<file path="src/rtl/status_stack.sv">
// rtl/status_stack.sv - condition-flag register with a DEPTH-entry save/restore LIFO
// Define STATUS_STACK_ERR_EN to build the sticky overflow/underflow error flags.
module status_stack #(
  parameter int                FLAG_W      = 4,
  parameter int                DEPTH       = 4,
  parameter logic [FLAG_W-1:0] RESET_FLAGS = '0
) (
  input  logic                         clk_i,
  input  logic                         rst_ni,
  input  logic                         load_en_i,
  input  logic [FLAG_W-1:0]            load_mask_i,
  input  logic [FLAG_W-1:0]            flags_i,
  input  logic                         push_i,
  input  logic                         pop_i,
  input  logic                         flush_i,
  input  logic                         err_clr_i,
  output logic [FLAG_W-1:0]            flags_o,
  output logic [$clog2(DEPTH+1)-1:0]   depth_o,
  output logic                         empty_o,
  output logic                         full_o,
  output logic                         ovf_err_o,
  output logic                         unf_err_o
);

  localparam int DW = $clog2(DEPTH + 1);
  localparam int AW = (DEPTH > 1) ? $clog2(DEPTH) : 1;

  logic [FLAG_W-1:0] flags_q, flags_d;
  logic [DW-1:0]     depth_q, depth_d, depth_m1;
  logic              empty_q, empty_d, full_q, full_d;
  logic [FLAG_W-1:0] mem_q [DEPTH];
  logic [FLAG_W-1:0] mem_d [DEPTH];
  logic [AW-1:0]     wr_idx, top_idx;
  logic              stk_empty, stk_full, pop_ok, push_ok, swap;

  assign depth_m1 = depth_q - DW'(1);
  assign wr_idx   = depth_q[AW-1:0];
  assign top_idx  = depth_m1[AW-1:0];

  always_comb begin
    stk_empty = (depth_q == '0);
    stk_full  = (depth_q == DW'(DEPTH));
    // Flush swallows push/pop entirely; a pop with push on a non-empty stack is a swap.
    pop_ok    = !flush_i && pop_i && !stk_empty;
    swap      = pop_ok && push_i;
    push_ok   = !flush_i && push_i && !pop_i && !stk_full;

    flags_d = flags_q;
    if (pop_ok) begin
      flags_d = mem_q[top_idx];
    end else if (load_en_i) begin
      flags_d = (flags_q & ~load_mask_i) | (flags_i & load_mask_i);
    end

    mem_d = mem_q;
    if (push_ok) mem_d[wr_idx]  = flags_q;
    if (swap)    mem_d[top_idx] = flags_q;

    depth_d = depth_q;
    if (flush_i)                depth_d = '0;
    else if (push_ok)           depth_d = depth_q + DW'(1);
    else if (pop_ok && !swap)   depth_d = depth_m1;

    empty_d = (depth_d == '0);
    full_d  = (depth_d == DW'(DEPTH));
  end

  always_ff @(posedge clk_i or negedge rst_ni) begin
    if (!rst_ni) begin
      flags_q <= RESET_FLAGS;
      depth_q <= '0;
      empty_q <= 1'b1;
      full_q  <= 1'b0;
    end else begin
      flags_q <= flags_d;
      depth_q <= depth_d;
      empty_q <= empty_d;
      full_q  <= full_d;
    end
  end

  // Stack contents are don't-care after reset, so the array carries no reset.
  always_ff @(posedge clk_i) begin
    mem_q <= mem_d;
  end

  assign flags_o = flags_q;
  assign depth_o = depth_q;
  assign empty_o = empty_q;
  assign full_o  = full_q;

`ifdef STATUS_STACK_ERR_EN
  logic ovf_err_q, ovf_err_d, unf_err_q, unf_err_d, ovf_set, unf_set;

  always_comb begin
    ovf_set   = !flush_i && push_i && !pop_i && stk_full;
    unf_set   = !flush_i && pop_i && stk_empty;
    ovf_err_d = ovf_set | (ovf_err_q & ~err_clr_i);
    unf_err_d = unf_set | (unf_err_q & ~err_clr_i);
  end

  always_ff @(posedge clk_i or negedge rst_ni) begin
    if (!rst_ni) begin
      ovf_err_q <= 1'b0;
      unf_err_q <= 1'b0;
    end else begin
      ovf_err_q <= ovf_err_d;
      unf_err_q <= unf_err_d;
    end
  end

  assign ovf_err_o = ovf_err_q;
  assign unf_err_o = unf_err_q;
`else
  logic unused_err_clr;
  assign unused_err_clr = err_clr_i;
  assign ovf_err_o      = 1'b0;
  assign unf_err_o      = 1'b0;
`endif

endmodule

</file>
<file path="config.mk">
export PLATFORM = sky130hd
export DESIGN_NAME = status_stack
export DESIGN_NICKNAME = d
export VERILOG_FILES = /design/src/rtl/status_stack.sv
export SDC_FILE = /design/constraint.sdc
export NUM_CORES = 1
export LEC_CHECK = 0
export ABC_AREA = 1
export CAP_MARGIN = 20
export CORE_MARGIN = 2
export CORE_UTILIZATION = 35
export DETAILED_ROUTE_END_ITERATION = 16
export HOLD_SLACK_MARGIN = 0.05
export PLACE_DENSITY = 0.58
export RECOVER_POWER = 100
export SLEW_MARGIN = 20
export SYNTH_ARGS = -nofsm -noshare
export SYNTH_HDL_FRONTEND = slang
export SYNTH_SLANG_ARGS = --single-unit
export TNS_END_PERCENT = 20
</file>
<file path="constraint.sdc">
create_clock -name clk_i -period 2 [get_ports clk_i]
set_clock_uncertainty 0.15 [all_clocks]
set_input_delay 0.6 -clock clk_i [delete_from_list [all_inputs] [get_ports clk_i]]
set_output_delay 0.6 -clock clk_i [all_outputs]
set_load 0.05 [all_outputs]
</file>
==> impl_metrics.csv <==
group,metric,value,unit
worst_setup_path,worstSetupEndpointType,"primary output",
worst_setup_path,startpoint_type,"register",
layout,fin_util,46.6,%
run_status,outcome,"finished clean",
detailed_routing,wl_per_cell,12.0,um
worst_setup_path,cp.arrival,1.16,ns
pwr,internal_power,1.00,mW
sta,fin_crit_sh,95.7,%
synth,synthSimpleGateAreaFrac,29.9,%
layout,syn2layout_area_growth,27.1,%
clock_network,cts_buffers,3,
place,gp_congestion,0.851,
detailed_routing,dr.pass1.iters,4,
synth,synth_ff_type,"dfxtp_1",
worst_setup_path,crit_start,"depth_o[0]",
synth,yosys_warnings,0,
worst_setup_path,worstPathRequired,1.25,ns
worst_setup_path,r2r_start,"depth_o[1]",
clock_network,cts_tree,"built",
global_routing,grt.total_usage,15.6,%
pwr,p_leak,0.812,nW
layout,nets,226,
pwr,p_per_area,923,nW/um^2
clock_network,cts_sinks,25,
clock_network,clockBufferDepth,2,
synth,ys_seq_elements,25,
synth,netlist-cell-type-count,28,
detailed_routing,routed_via_density,4.76,
pwr,netSwitchingFraction,37.0,%
sta,fmax,522,MHz
detailed_routing,wl,3050,um
synth,synth_top_area_cell,"dfxtp_1",
synth,synth_compound_area_share,14.1,%
floorplanning,die_w,66.2,um
synth,synth.area.top_cells,"dfxtp_1, dfrtp_1, nand2_1, nand3_1, inv_1",
synth,synth_top_family_by_area,"simple AND/OR/NAND/NOR gates",
pwr,p_clk_share,19.3,%
worst_setup_path,crit_path_max_fanout,12,
floorplanning,dieArea,4380,um^2
synth,syn_area_per_cell,7.65,um^2
clock_network,clkTransAtPathRegs,0.09,ns
detailed_routing,drt-initial-drc-count,60,
global_routing,grt_first_pass_wirelength,5340,um
min_path,hold_start,"mem_q[1]",
clock_network,htreeDepth,1,
global_routing,grt_max_degree,16,
floorplanning,io_pins,26,
floorplanning,initial_core_util,36.7,%
synth,syn_inst,177,
layout,antenna_cells,0,
place,dpl.hpwl,2410,um
global_routing,antenna_found_initial,0,
layout,drive_gt1_share,19.0,%
sta,whs,0.327,ns
worst_setup_path,cpPeakStageDelay,0.43,ns
global_routing,grt_pass1_vias,1220,
sta,setup-violations-final,0,
worst_setup_path,slowest_stage,"dfrtp_2",
synth,synth-edff-count,0,
sta,rsz0062_at_grt,"no",
floorplanning,core_area,3690,um^2
clock_network,clock_latency,0.27,ns
place,port_buffers,22,
synth,syn_area,1350,um^2
synth,synth-xor-area-share,0.647,%
synth,yosysSeqAreaShare,40.4,%
floorplanning,die_y,66.2,um
pwr,p_sw,0.588,mW
global_routing,grt_overflow,0,
pwr,p_seq_share,47.7,%
pwr,pwr-share-comb,33.0,%
worst_setup_path,worstPathCellList,"buf_2, buf_12",
synth,synth_fa_ha_area_share,4.62,%
synth,muxShareOfSynthArea,0,%
clock_network,root_buffer,"clkbuf_8",
run,cap_violations,0,
synth,synth.top_cell.area_share,23.7,%
sta,min_period,1.91,ns
pwr,total_power,1.59,mW
clock_network,cts_setup_buffers,0,
pwr,peakVddDrop,360,uV
floorplanning,std_cell_rows,22,
sta,final_hold_viol_count,0,
synth,synthArstFlopShare,36.0,%
worst_setup_path,worstSetupPathType,"reg2out",
detailed_routing,num_vias,1204,
detailed_routing,drc,0,
sta,maxSlewViolCount,0,
min_path,min_path_type,"reg2reg",
detailed_routing,ant_nets,0,
==> per-layer routing <==
layer | track usage, % | up-vias | wire length [um]
li1 | - | 628 | -
met1 | 19.7 | 544 | 1380
met2 | 27.5 | 32 | 1480
met3 | 2.90 | 0 | 186
met4 | 3.32 | 0 | 0
met5 | 0 | - | 0
==> final cells by class <==
class	instances	area [um^2]
inverters	29	126
flip-flops and latches	25	549
clock buffers	3	41.3
multi-input cells	120	681
fillers	382	1970
clock inverters	1	7.51
well taps	48	60.1
repair buffers	27	255
==> metrics by stage <==
step	cells	cell area [um^2]	worst slack (ns)	setup TNS (ns)
detailed placement	249	1750	-0.177	-2.65
global placement	249	1750	-0.119	-1.83
global route	253	1720	0.0110	0
CTS	253	1790	0.111	0
finish	253	1720	0.0851	0
floorplan	178	1380	0.00522	0
==> power groups by stage <==
stage	Sequential [mW]	Clock, mW	Combinational [mW]
floorplan	0.834	0	0.282
global placement	0.772	0	0.564
detailed placement	0.777	0	0.579
CTS	0.768	0.316	0.581
global route	0.775	0.338	0.586
finish	0.757	0.307	0.524
==> cells by family after synthesis <==
logic type      after synthesis
compound gates               28
xor+xnor                      1
fa+ha+maj                     5
buf+inv                      33
flops                        25
other cells                   1
simple gates                 84
==> placed cells by master (no fill, tap or decap), types with 3 or more instances in the layout <==
cell type,netlist,layout
clkdlybuf4s50_1,0,12
nand4_1,4,4
clkbuf_2,1,6
o211ai_1,4,4
buf_12,0,3
nand2_1,44,44
ha_1,5,4
dfrtp_1,8,6
nand3_1,24,24
a21oi_1,4,4
nand2_2,3,3
inv_2,2,3
buf_4,2,4
dfxtp_1,16,16
clkbuf_8,0,3
inv_1,24,23
o21ai_0,16,16
nor2_1,4,3
==> worst max-delay path: cells and delay by family, from the launching register on <==
family	cells	cell delay, ns
buffers and inverters	2	0.46
DFF	1	0.43
==> final timing paths <==
path,end,slack (ns),depth (start not counted)
worst max-delay path,depth_o[0],0.09,2
worst min-delay path,mem_q[1],0.33,2
worst max register to register,mem_q[11],0.19,6
worst min register to register,mem_q[1],0.33,2
max in group asynchronous,empty_o,0.84,1
min in group asynchronous,async pin,0.54,1
==> cell usage after synthesis, types with 2 or more instances <==
cell type  number
a21oi_1         4
buf_4           2
clkinv_1        2
dfrtp_1         8
dfxtp_1        16
ha_1            5
inv_1          24
inv_2           2
nand2_1        44
nand2_2         3
nand2_4         2
nand3_1        24
nand4_1         4
nor2_1          4
o211ai_1        4
o21ai_0        16
o22ai_4         2
==> timing repair <==
action	CTS	global route
hold buffers	0	0
gates resized for setup	0	2
setup endpoints to repair	0	6
No activity file was read; power rests on OpenSTA's default activity.
